**config.mk**
```make
export PLATFORM = sky130hd
export DESIGN_NAME = compa_search_ctrl_flat
export DESIGN_NICKNAME = d
export VERILOG_FILES = /design/src/rtl/compa_search_ctrl_pkg.sv /design/src/rtl/compa_search_ctrl_if.sv /design/src/rtl/compa_search_ctrl.sv /design/src/flat_wrapper.sv
export SDC_FILE = /design/constraint.sdc
export NUM_CORES = 1
export LEC_CHECK = 0
export ABC_AREA = 0
export BUFFER_PORTS_ARGS = -buffer_cell sky130_fd_sc_hd__buf_2
export CELL_PAD_IN_SITES_DETAIL_PLACEMENT = 0
export CELL_PAD_IN_SITES_GLOBAL_PLACEMENT = 1
export CORE_ASPECT_RATIO = 1.1
export CORE_UTILIZATION = 48
export DETAILED_ROUTE_END_ITERATION = 16
export HOLD_SLACK_MARGIN = 0.15
export PLACE_DENSITY_LB_ADDON = 0.1
export SLEW_MARGIN = 40
export SYNTH_ARGS = -nofsm -noshare
export SYNTH_HDL_FRONTEND = slang
export SYNTH_SLANG_ARGS = --single-unit
```
**constraint.sdc**
```tcl
create_clock -name clk -period 6.6 [get_ports clk]
set_input_delay 0.99 -clock clk [delete_from_list [all_inputs] [get_ports clk]]
set_output_delay 0.99 -clock clk [all_outputs]
set_load 0.03 [all_outputs]
```
**src/rtl/compa_search_ctrl_pkg.sv**
```systemverilog
// Shared types for the compa comparator search controller: FSM states, flag bundle,
// and the one-hot flag check.
package compa_search_ctrl_pkg;

    localparam int CNT_W = 4;

    typedef enum logic [1:0] {
        IDLE = 2'd0,
        WAIT = 2'd1,
        EVAL = 2'd2,
        DONE = 2'd3
    } state_t;

    typedef struct packed {
        logic lt;
        logic eq;
        logic gt;
    } cmp_flags_t;

    // A healthy comparator raises exactly one of lt/eq/gt.
    function automatic logic onehot3(input cmp_flags_t f);
        logic ok;
        case ({f.lt, f.eq, f.gt})
            3'b100:  ok = 1'b1;
            3'b010:  ok = 1'b1;
            3'b001:  ok = 1'b1;
            default: ok = 1'b0;
        endcase
        return ok;
    endfunction

endpackage

```
**src/rtl/compa_search_ctrl_if.sv**
```systemverilog
// Handshake/bus bundle between the search controller and its comparator and result consumer.
interface compa_search_ctrl_if #(
    parameter int WIDTH = 4
);
    localparam int PW = $clog2(WIDTH + 2);

    logic             start;
    logic             busy;
    logic [WIDTH-1:0] cmp_b;
    logic             cmp_lt;
    logic             cmp_eq;
    logic             cmp_gt;
    logic             res_valid;
    logic             res_ready;
    logic [WIDTH-1:0] res_value;
    logic             res_err;
    logic [PW-1:0]    res_probes;

    modport master (
        input  start, cmp_lt, cmp_eq, cmp_gt, res_ready,
        output busy, cmp_b, res_valid, res_value, res_err, res_probes
    );

    modport slave (
        output start, cmp_lt, cmp_eq, cmp_gt, res_ready,
        input  busy, cmp_b, res_valid, res_value, res_err, res_probes
    );

endinterface

```
**src/rtl/compa_search_ctrl.sv**
```systemverilog
// Binary-search initiator: drives probe b into a comparator against an unknown target a
// and walks the interval on lt/gt until eq, then presents the target via valid/ready.
module compa_search_ctrl
    import compa_search_ctrl_pkg::*;
#(
    parameter int WIDTH   = 4,
    parameter int CMP_LAT = 0
) (
    input  logic                clk,
    input  logic                rst,
    compa_search_ctrl_if.master bus
);

    localparam int IW = WIDTH + 1;
    localparam int PW = $clog2(WIDTH + 2);

    localparam logic [IW-1:0]    HI_INIT  = IW'((1 << WIDTH) - 1);
    localparam logic [WIDTH-1:0] MID_INIT = WIDTH'(((1 << WIDTH) - 1) >> 1);
    localparam logic [CNT_W-1:0] LAT_INIT = CNT_W'(CMP_LAT);

    state_t           state_r;
    logic [IW-1:0]    lo_r;
    logic [IW-1:0]    hi_r;
    logic [CNT_W-1:0] cnt_r;
    logic [WIDTH-1:0] cmp_b_r;
    logic             busy_r;
    logic             res_valid_r;
    logic [WIDTH-1:0] res_value_r;
    logic             res_err_r;
    logic [PW-1:0]    res_probes_r;

    cmp_flags_t       flags_s;
    logic [IW-1:0]    probe_ext_s;
    logic [IW-1:0]    next_lo_s;
    logic [IW-1:0]    next_hi_s;
    logic [WIDTH-1:0] next_mid_s;
    logic             empty_s;

    assign flags_s     = cmp_flags_t'({bus.cmp_lt, bus.cmp_eq, bus.cmp_gt});
    assign probe_ext_s = {1'b0, cmp_b_r};

    // Next interval after a lt/gt verdict; emptiness is tested before the +/-1 so mid=0 cannot wrap.
    always_comb begin
        next_lo_s = lo_r;
        next_hi_s = hi_r;
        empty_s   = 1'b0;
        if (flags_s.lt) begin
            if (probe_ext_s <= lo_r) begin
                empty_s = 1'b1;
            end else begin
                next_hi_s = probe_ext_s - IW'(1);
            end
        end else if (flags_s.gt) begin
            if (probe_ext_s >= hi_r) begin
                empty_s = 1'b1;
            end else begin
                next_lo_s = probe_ext_s + IW'(1);
            end
        end else begin
            empty_s = 1'b0;
        end
        next_mid_s = WIDTH'((next_lo_s + next_hi_s) >> 1);
    end

    // Search FSM with all outputs registered.
    always_ff @(posedge clk) begin
        if (rst) begin
            state_r      <= IDLE;
            lo_r         <= '0;
            hi_r         <= '0;
            cnt_r        <= '0;
            cmp_b_r      <= '0;
            busy_r       <= 1'b0;
            res_valid_r  <= 1'b0;
            res_value_r  <= '0;
            res_err_r    <= 1'b0;
            res_probes_r <= '0;
        end else begin
            case (state_r)
                IDLE: begin
                    if (bus.start) begin
                        lo_r         <= '0;
                        hi_r         <= HI_INIT;
                        res_probes_r <= '0;
                        cmp_b_r      <= MID_INIT;
                        cnt_r        <= LAT_INIT;
                        busy_r       <= 1'b1;
                        state_r      <= WAIT;
                    end
                end
                WAIT: begin
                    if (cnt_r == '0) begin
                        state_r <= EVAL;
                    end else begin
                        cnt_r <= cnt_r - CNT_W'(1);
                    end
                end
                EVAL: begin
                    res_probes_r <= res_probes_r + PW'(1);
                    if (!onehot3(flags_s) || flags_s.eq || empty_s) begin
                        // On eq this is the target; on failure it is the last probe.
                        res_value_r <= cmp_b_r;
                        res_err_r   <= !(onehot3(flags_s) && flags_s.eq);
                        res_valid_r <= 1'b1;
                        busy_r      <= 1'b0;
                        state_r     <= DONE;
                    end else begin
                        lo_r    <= next_lo_s;
                        hi_r    <= next_hi_s;
                        cmp_b_r <= next_mid_s;
                        cnt_r   <= LAT_INIT;
                        state_r <= WAIT;
                    end
                end
                DONE: begin
                    if (bus.res_ready) begin
                        res_valid_r <= 1'b0;
                        state_r     <= IDLE;
                    end
                end
                default: begin
                    busy_r      <= 1'b0;
                    res_valid_r <= 1'b0;
                    state_r     <= IDLE;
                end
            endcase
        end
    end

    assign bus.busy       = busy_r;
    assign bus.cmp_b      = cmp_b_r;
    assign bus.res_valid  = res_valid_r;
    assign bus.res_value  = res_value_r;
    assign bus.res_err    = res_err_r;
    assign bus.res_probes = res_probes_r;

endmodule

```
**src/flat_wrapper.sv**
```systemverilog
// flat-port wrapper written by rule: the top's interface ports become plain ports
module compa_search_ctrl_flat import compa_search_ctrl_pkg::*;
#(
    parameter int WIDTH   = 4,
    parameter int CMP_LAT = 0
)
  (clk, rst, bus_start, bus_cmp_lt, bus_cmp_eq, bus_cmp_gt, bus_res_ready, bus_busy, bus_cmp_b, bus_res_valid, bus_res_value, bus_res_err, bus_res_probes);
  compa_search_ctrl_if #(.WIDTH(WIDTH)) bus_i ();
  input  logic clk;
  input  logic rst;
  input wire logic [$bits(bus_i.start)-1:0] bus_start;
  input wire logic [$bits(bus_i.cmp_lt)-1:0] bus_cmp_lt;
  input wire logic [$bits(bus_i.cmp_eq)-1:0] bus_cmp_eq;
  input wire logic [$bits(bus_i.cmp_gt)-1:0] bus_cmp_gt;
  input wire logic [$bits(bus_i.res_ready)-1:0] bus_res_ready;
  output wire logic [$bits(bus_i.busy)-1:0] bus_busy;
  output wire logic [$bits(bus_i.cmp_b)-1:0] bus_cmp_b;
  output wire logic [$bits(bus_i.res_valid)-1:0] bus_res_valid;
  output wire logic [$bits(bus_i.res_value)-1:0] bus_res_value;
  output wire logic [$bits(bus_i.res_err)-1:0] bus_res_err;
  output wire logic [$bits(bus_i.res_probes)-1:0] bus_res_probes;
  assign bus_i.start = bus_start;
  assign bus_i.cmp_lt = bus_cmp_lt;
  assign bus_i.cmp_eq = bus_cmp_eq;
  assign bus_i.cmp_gt = bus_cmp_gt;
  assign bus_i.res_ready = bus_res_ready;
  assign bus_busy = bus_i.busy;
  assign bus_cmp_b = bus_i.cmp_b;
  assign bus_res_valid = bus_i.res_valid;
  assign bus_res_value = bus_i.res_value;
  assign bus_res_err = bus_i.res_err;
  assign bus_res_probes = bus_i.res_probes;
  compa_search_ctrl #(.WIDTH(WIDTH), .CMP_LAT(CMP_LAT)) u_core (.clk(clk), .rst(rst), .bus(bus_i));
endmodule
```
==> impl_metrics.py, run 1 <==
metrics = {
    "setup_path": {
        "cp_data_required_time_ps": 6820,
        "crit_fanout": 7,
        "setup.worst_path.class": "register to register",
        "start_kind": "register",
        "cp-endpoint": "u_core.bus.cmp_b[3]$_SDFFE_PP0P_",
        "ff2ff_path_depth": 14,
        "ff2ff_setup_slack_ps": 2330,
        "reg2reg_from": "u_core.bus.cmp_b[0]$_SDFFE_PP0P_",
        "cp-end-kind": "register",
        "crit_path_start": "u_core.bus.cmp_b[0]$_SDFFE_PP0P_",
        "cp.arrival_ps": 4490,
        "r2r-end": "u_core.bus.cmp_b[3]$_SDFFE_PP0P_",
    },
    "routing": {
        "routed_wl_um": 4630,
        "ant_nets": 0,
        "vias": 1696,
        "drt_iter0_markers": 107,
        "wire_per_inst_um": 15.7,
        "routed_via_density": 5.75,
        "first_pass_iters": 6,
        "drc": 0,
    },
    "run": {
        "cap_violations": 0,
    },
    "global_routing": {
        "track_usage_pct": 22.6,
        "grt_pass1_vias": 1591,
        "grt_max_degree": 35,
        "gr-total-overflow": 0,
        "grt_pass1_wl_um": 7600,
        "antenna_found_initial": 0,
    },
    "synth": {
        "syn_area_per_cell_um2": 8.68,
        "netlist_area_mm2": 0.00196,
        "synth_top_family_by_area": "compound AO/OA/AOI/OAI gates",
        "synthCells": 226,
        "synthXorXnorAreaFrac_pct": 3.13,
        "synth_compound_area_share_pct": 22.5,
        "yosys.area.top_type_share_pct": 30.6,
        "synthAdderAreaFrac_pct": 11.2,
        "synth_largest_area_cell": "dfxtp_1",
        "syn-num-nets": 250,
        "async_reset_ff_share_pct": 0,
        "yosysSeqAreaShare_pct": 30.6,
        "muxShareOfSynthArea_pct": 7.98,
        "synth_edf_count": 0,
        "synth_area_leaders": "dfxtp_1, ha_1, mux2i_1, nor2_1, a21oi_1",
        "synth_seq_cells": 30,
        "synth_cell_types": 46,
        "yosysWarningCount": 0,
        "synth-simple-area-share_pct": 19.4,
        "synth_ff_type": "dfxtp_1",
    },
    "clock_network": {
        "clock_sinks": 30,
        "cts_setup_buffers": 0,
        "post_cts_resized": 0,
        "worst_skew_pair.late_latency_ps": 290,
        "htreeDepth": 2,
        "ctsHoldBuffers": 0,
        "cts_tree": "done",
        "root_buffer": "clkbuf_8",
        "cts_made_buffers": 5,
        "path_clk_slew_ps": 70,
        "clockBufferDepth": 2,
    },
    "layout": {
        "filler_cell_count": 380,
        "fin_cells": 295,
        "finalNetCount": 266,
        "diodes": 0,
        "layout-drive-gt1-share_pct": 16.9,
        "fin_area_mm2": 0.00218,
        "area_growth_pct": 11.4,
        "finish.utilization_pct": 55.5,
    },
    "placed_design": {
        "portBuffers": 20,
        "gp_congestion": 0.878,
        "placement.cell_area_mm2": 0.00208,
        "dp_hpwl_um": 3360,
        "pre_cts_ws_ps": 2340,
        "placed_cells": 287,
    },
    "floorplan": {
        "io_pins": 21,
        "core_area_mm2": 0.00393,
        "dieArea_mm2": 0.00434,
        "initial_utilization_pct": 49.8,
        "dieWidth_um": 62.9,
        "die_h_um": 69.0,
        "rows": 24,
    },
    "power_and_ir_drop": {
        "ir_drop_uv": 155,
        "power_uw": 520,
        "pwr_density_cell_mw_per_mm2": 238,
        "cellLeakagePower_nw": 0.912,
    },
    "sta": {
        "slew_headroom_pct": 47.2,
        "fin_setup_tns_ps": 0,
        "rsz0062_at_grt": "false",
        "slew_violations": 0,
        "hold_violations": 0,
        "fmax_mhz": 234,
        "hold_ws_ps": 457,
        "fin_crit_sh_pct": 64.6,
        "setup_viol": 0,
        "tightest_slew_ps": 791,
        "fin_crit_ps": 4270,
        "skew_ps": 6.35,
        "final.setup.worst_slack_ps": 2330,
    },
    "worst_hold_path": {
        "hp-class": "register to register",
    },
    "run_status": {
        "status": "completed",
    },
}
==> metal layers <==
layer / global-route usage (%) / vias to the layer above / share of wire (%)
li1: - / 850 / -
met1: 26.5 / 807 / 45
met2: 38.8 / 29 / 50
met3: 5.63 / 10 / 3.0
met4: 9.04 / 0 / 2.2
met5: 0 / - / 0
==> synth_stat cells (3+ instances only) <==
master	n
dfxtp_1	30
nor2_1	26
a21oi_1	17
ha_1	16
inv_1	15
nand2_1	11
mux2i_1	10
clkbuf_1	9
nand3_1	9
a311oi_1	6
xnor2_1	6
mux2_2	5
nand2b_1	5
nor3_1	5
nor4_1	5
a21o_1	4
a211oi_2	3
a31oi_1	3
nor2b_1	3
o21ai_0	3
==> layout make-up <==
type                       instances  area [um^2]  share of cell area (%)
multi-input combinational        170         1270                    58.2
sequential                        30          601                    27.5
timing repair buffer              20          100                    4.58
clock buffer                       7         86.3                    3.95
tap                               52         65.1                    2.98
inverter                          15         56.3                    2.58
clock inverter                     1         5.00                   0.229
==> worst min-delay path by stage <==
stage	start	end	slack, ps	cells after the start
floorplan	u_core.lo_r[2]$_SDFFE_PP0P_	u_core.lo_r[2]$_SDFFE_PP0P_	450	2
global placement	u_core.bus.res_valid$_SDFFE_PP0P_	u_core.bus.res_valid$_SDFFE_PP0P_	440	2
detailed placement	u_core.bus.res_valid$_SDFFE_PP0P_	u_core.bus.res_valid$_SDFFE_PP0P_	450	2
CTS	u_core.bus.res_valid$_SDFFE_PP0P_	u_core.bus.res_valid$_SDFFE_PP0P_	460	2
global route	u_core.bus.res_valid$_SDFFE_PP0P_	u_core.bus.res_valid$_SDFFE_PP0P_	500	2
finish	u_core.bus.res_valid$_SDFFE_PP0P_	u_core.bus.res_valid$_SDFFE_PP0P_	460	2
==> cell families (layout without fill, tap and decap cells) <==
logic type / after synthesis / count (layout)
AO/OA/AOI/OAI: 55 / 55
XOR/XNOR: 7 / 7
adder cells (fa/ha/maj): 17 / 17
buffers and inverters: 26 / 43
flip-flops: 30 / 30
multiplexers: 15 / 15
AND/OR/NAND/NOR: 76 / 76
==> report_power, final <==
part	leakage (nW)	switching, mW	internal, mW
clock network	0.0482	0.0735	0.0841
registers	0.245	0.0160	0.194
logic	0.619	0.0955	0.0569
total	0.912	0.185	0.335
==> placed cells by master, fill, tap and decap left out, types with 4 or more instances in the layout <==
| cell | instances |
|---|---|
| nor2_1 | 26 |
| a311oi_1 | 6 |
| a21oi_1 | 16 |
| mux2_2 | 5 |
| nand3_1 | 9 |
| inv_1 | 15 |
| nor3_1 | 5 |
| dfxtp_1 | 30 |
| nand2_1 | 11 |
| mux2i_1 | 10 |
| clkbuf_8 | 6 |
| nor4_1 | 5 |
| nand2b_1 | 5 |
| a21o_1 | 4 |
| buf_2 | 20 |
| xnor2_1 | 6 |
| ha_1 | 16 |
==> registers in the layout (all words and copies together) (netlist names) <==
signal,count
u_core.bus.res_err,1
u_core.hi_r,5
u_core.lo_r,5
u_core.bus.cmp_b,4
u_core.state_r,2
u_core.bus.busy,1
u_core.bus.res_probes,3
u_core.bus.res_valid,1
u_core.bus.res_value,4
u_core.cnt_r,4
==> critical path: stages (launching register included) <==
cell	delay, ps
dfxtp_1	440
inv_1	160
ha_1	310
nand2b_4	130
a2111o_1	490
a211oi_2	480
mux2_2	420
and2_1	170
fa_1	400
a21o_1	200
a21o_1	190
nand2_1	60
a21boi_0	100
or4b_1	550
o211ai_2	90
Power figures use the tool's default switching activity.
==> inputs of run 2 (changes only) <==
--- a/config.mk
+++ b/config.mk
@@ -5,12 +5,12 @@
 export SDC_FILE = /design/constraint.sdc
 export NUM_CORES = 1
 export LEC_CHECK = 0
-export ABC_AREA = 0
+export ABC_AREA = 1
 export BUFFER_PORTS_ARGS = -buffer_cell sky130_fd_sc_hd__buf_2
 export CELL_PAD_IN_SITES_DETAIL_PLACEMENT = 0
 export CELL_PAD_IN_SITES_GLOBAL_PLACEMENT = 1
 export CORE_ASPECT_RATIO = 1.1
-export CORE_UTILIZATION = 48
+export CORE_UTILIZATION = 42
 export DETAILED_ROUTE_END_ITERATION = 16
 export HOLD_SLACK_MARGIN = 0.15
 export PLACE_DENSITY_LB_ADDON = 0.1
==> constraint.sdc (replaced) <==
create_clock -name clk -period 4 [get_ports clk]
set_input_delay 0.6 -clock clk [delete_from_list [all_inputs] [get_ports clk]]
set_output_delay 0.6 -clock clk [all_outputs]
set_load 0.03 [all_outputs]
==> run 2 against run 1 <==
Critical path depth grew 5. Clock skew shrank 0.50 ps. Worst hold slack gained 12 ps. Clock-buffer cell count is the same. Combinational power grew to 5.4 times the previous value. Largest cell class unchanged. Non-clock buffer count is the same.
==> impl_metrics.py, run 2 <==
metrics = {
    "floorplan": {
        "dieWidth_um": 67.3,
        "die_h_um": 73.8,
        "io_pins": 21,
        "initial_utilization_pct": 44.6,
        "dieArea_mm2": 0.00496,
        "core_area_mm2": 0.00441,
        "rows": 25,
    },
    "routing": {
        "wire_per_inst_um": 12.1,
        "drt_iter0_markers": 74,
        "ant_nets": 0,
        "first_pass_iters": 4,
        "drc": 0,
        "routed_via_density": 4.93,
        "routed_wl_um": 4380,
        "vias": 1783,
    },
    "clock_network": {
        "htreeDepth": 2,
        "path_clk_slew_ps": 60,
        "cts_tree": "done",
        "ctsHoldBuffers": 0,
        "post_cts_resized": 0,
        "clock_sinks": 30,
        "cts_setup_buffers": 0,
        "cts_made_buffers": 5,
        "root_buffer": "clkbuf_8",
        "worst_skew_pair.late_latency_ps": 280,
        "clockBufferDepth": 2,
    },
    "global_routing": {
        "grt_pass1_vias": 1713,
        "grt_max_degree": 20,
        "track_usage_pct": 20.8,
        "grt_pass1_wl_um": 7560,
        "grt-busiest-layer": "met2",
        "gr-total-overflow": 0,
        "use_met2_pct": 36.3,
        "use_met3_pct": 5.28,
        "grt_use_met1_pct": 23.6,
        "antenna_found_initial": 0,
    },
    "layout": {
        "filler_cell_count": 463,
        "reg_top3": "u_core.hi_r: 5 flops, u_core.lo_r: 5 flops",
        "final_cell_mix": "nand2_1, inv_1, dfxtp_1",
        "fin_area_mm2": 0.00220,
        "area_growth_pct": 11.6,
        "layout-drive-gt1-share_pct": 15.6,
        "final_common_cell": "nand2_1",
        "diodes": 0,
        "finalNetCount": 331,
        "fin_cells": 362,
    },
    "power_and_ir_drop": {
        "ir_drop_uv": 356,
        "power_mw": 1.51,
        "cellLeakagePower_nw": 1.08,
        "pwr_density_cell_mw_per_mm2": 687,
    },
    "sta": {
        "hold_violations": 0,
        "hold_ws_ps": 469,
        "fmax_mhz": 334,
        "skew_ps": 5.85,
        "fin_crit_ps": 2990,
        "setup_viol": 0,
        "slew_headroom_pct": 60.6,
        "slew_violations": 0,
        "fin_crit_sh_pct": 74.8,
        "fin_setup_tns_ps": 0,
        "rsz0062_at_grt": "false",
        "tightest_slew_ps": 588,
    },
    "synth": {
        "yosysSeqAreaShare_pct": 30.5,
        "synthCells": 284,
        "syn_area_per_cell_um2": 6.93,
        "synth_area_leaders": "dfxtp_1, nand2_1, ha_1, inv_1, a21oi_1",
        "yosysWarningCount": 0,
        "netlist_area_mm2": 0.00197,
        "synth_common_cells": "nand2_1, inv_1, dfxtp_1, a21oi_1, nor2_1",
        "synth_ff_type": "dfxtp_1",
        "synth_cell_types": 35,
        "synth_edf_count": 0,
        "yosys.area.top_type_share_pct": 30.5,
        "async_reset_ff_share_pct": 0,
        "synth_largest_area_cell": "dfxtp_1",
        "yosys.cell_count.top_type": "nand2_1",
        "syn-num-nets": 308,
        "synth_seq_cells": 30,
    },
    "setup_path": {
        "setup.worst_path.class": "register to register",
        "path_buf_inv": 3,
        "crit_family": "simple AND/OR/NAND/NOR gates",
        "cp_data_required_time_ps": 4170,
        "cpMaxStageDelayCell": "fa_1",
        "crit_path_start": "u_core.bus.cmp_b[0]$_SDFFE_PP0P_",
        "cp-end-kind": "register",
        "cp.arrival_ps": 3160,
        "crit_fanout": 9,
        "crit_chain": "inv_1 -> ha_1 -> inv_1 -> nand2_1 -> nand2_1 -> nand2_1 -> nand2_1 -> nand3_1 -> nand2_1 -> o21a_1 -> inv_1 -> fa_1 -> a31oi_1 -> nand3b_1 -> nand2_1 -> nand2_1 -> nand2_1 -> nand2_1 -> o21ai_1",
        "reg2reg_from": "u_core.bus.cmp_b[0]$_SDFFE_PP0P_",
        "critPathMaxStageDelay_ps": 440,
        "start_kind": "register",
        "cpMostUsedCell": "nand2_1",
    },
    "worst_hold_path": {
        "hp-class": "register to register",
        "min_from": "u_core.bus.res_valid$_SDFFE_PP0P_",
    },
    "placed_design": {
        "placement.cell_area_mm2": 0.00210,
        "placed_cells": 354,
        "portBuffers": 20,
        "dp_hpwl_um": 3410,
        "gp_congestion": 0.814,
    },
    "run": {
        "cap_violations": 0,
    },
    "run_status": {
        "status": "completed",
    },
}
==> run 2: cell count changes in the layout (fill, tap and decap cells not counted), sizes merged, moves of 6 or more <==
| cell | previous run | this run |
|---|---|---|
| nand3 | 9 | 20 |
| nand2 | 11 | 77 |
| inv | 15 | 44 |
| a311oi | 6 | 0 |
| nand2b | 6 | 0 |
| o21ai | 5 | 18 |
| mux2i | 10 | 0 |
==> run 2: cell families (layout without fill, tap and decap cells) <==
family | after synthesis | in the layout | synth area share, %
flip-flops | 30 | 30 | 30.5
adder cells (fa/ha/maj) | 17 | 17 | 11.2
XOR/XNOR | 6 | 6 | 2.67
buffers and inverters | 49 | 73 | 10.3
AND/OR/NAND/NOR | 134 | 134 | 32.1
AO/OA/AOI/OAI | 48 | 48 | 13.2
==> run 2: routing by layer <==
layer | share of wire (%) | wire length (um)
met5 | 0 | 0
met4 | 1.5 | 64
met3 | 3.4 | 150
met2 | 50 | 2170
met1 | 46 | 2000
==> run 2: per-stage QoR <==
stage,utilization [%],setup WS [ps]
finish,49.8,1010
global route,49.8,702
floorplan,-,1160
CTS,49.8,1020
global placement,47.7,1050
detailed placement,47.7,1060
==> run 2: path summary, 6_finish.rpt <==
kind | end | slack [ps] | cells after the start
max | u_core.bus.cmp_b[3]$_SDFFE_PP0P_ | 1010 | 19
min | u_core.bus.res_valid$_SDFFE_PP0P_ | 470 | 2
max reg2reg | u_core.bus.cmp_b[3]$_SDFFE_PP0P_ | 1010 | 19
min reg2reg | u_core.bus.res_valid$_SDFFE_PP0P_ | 470 | 2
==> run 2: power by group <==
part / internal [mW] / switching, mW
combinational: 0.288 / 0.534
clock: 0.139 / 0.110
sequential: 0.373 / 0.0652
total: 0.800 / 0.709
==> run 2: tightest hold or removal path, cell delays in order, from the launching register on <==
cell and delay (ps):
dfxtp_1 310, nand2_1 60, a21oi_1 50
==> run 2: final cells by class <==
class | count | area, um^2 | area share (%)
Clock buffer | 7 | 86.3 | 3.93
Tap cell | 54 | 67.6 | 3.08
Inverter | 45 | 171 | 7.81
Multi-Input combinational cell | 205 | 1160 | 53.0
Clock inverter | 1 | 5.00 | 0.228
Timing Repair Buffer | 20 | 100 | 4.56
Sequential cell | 30 | 601 | 27.4
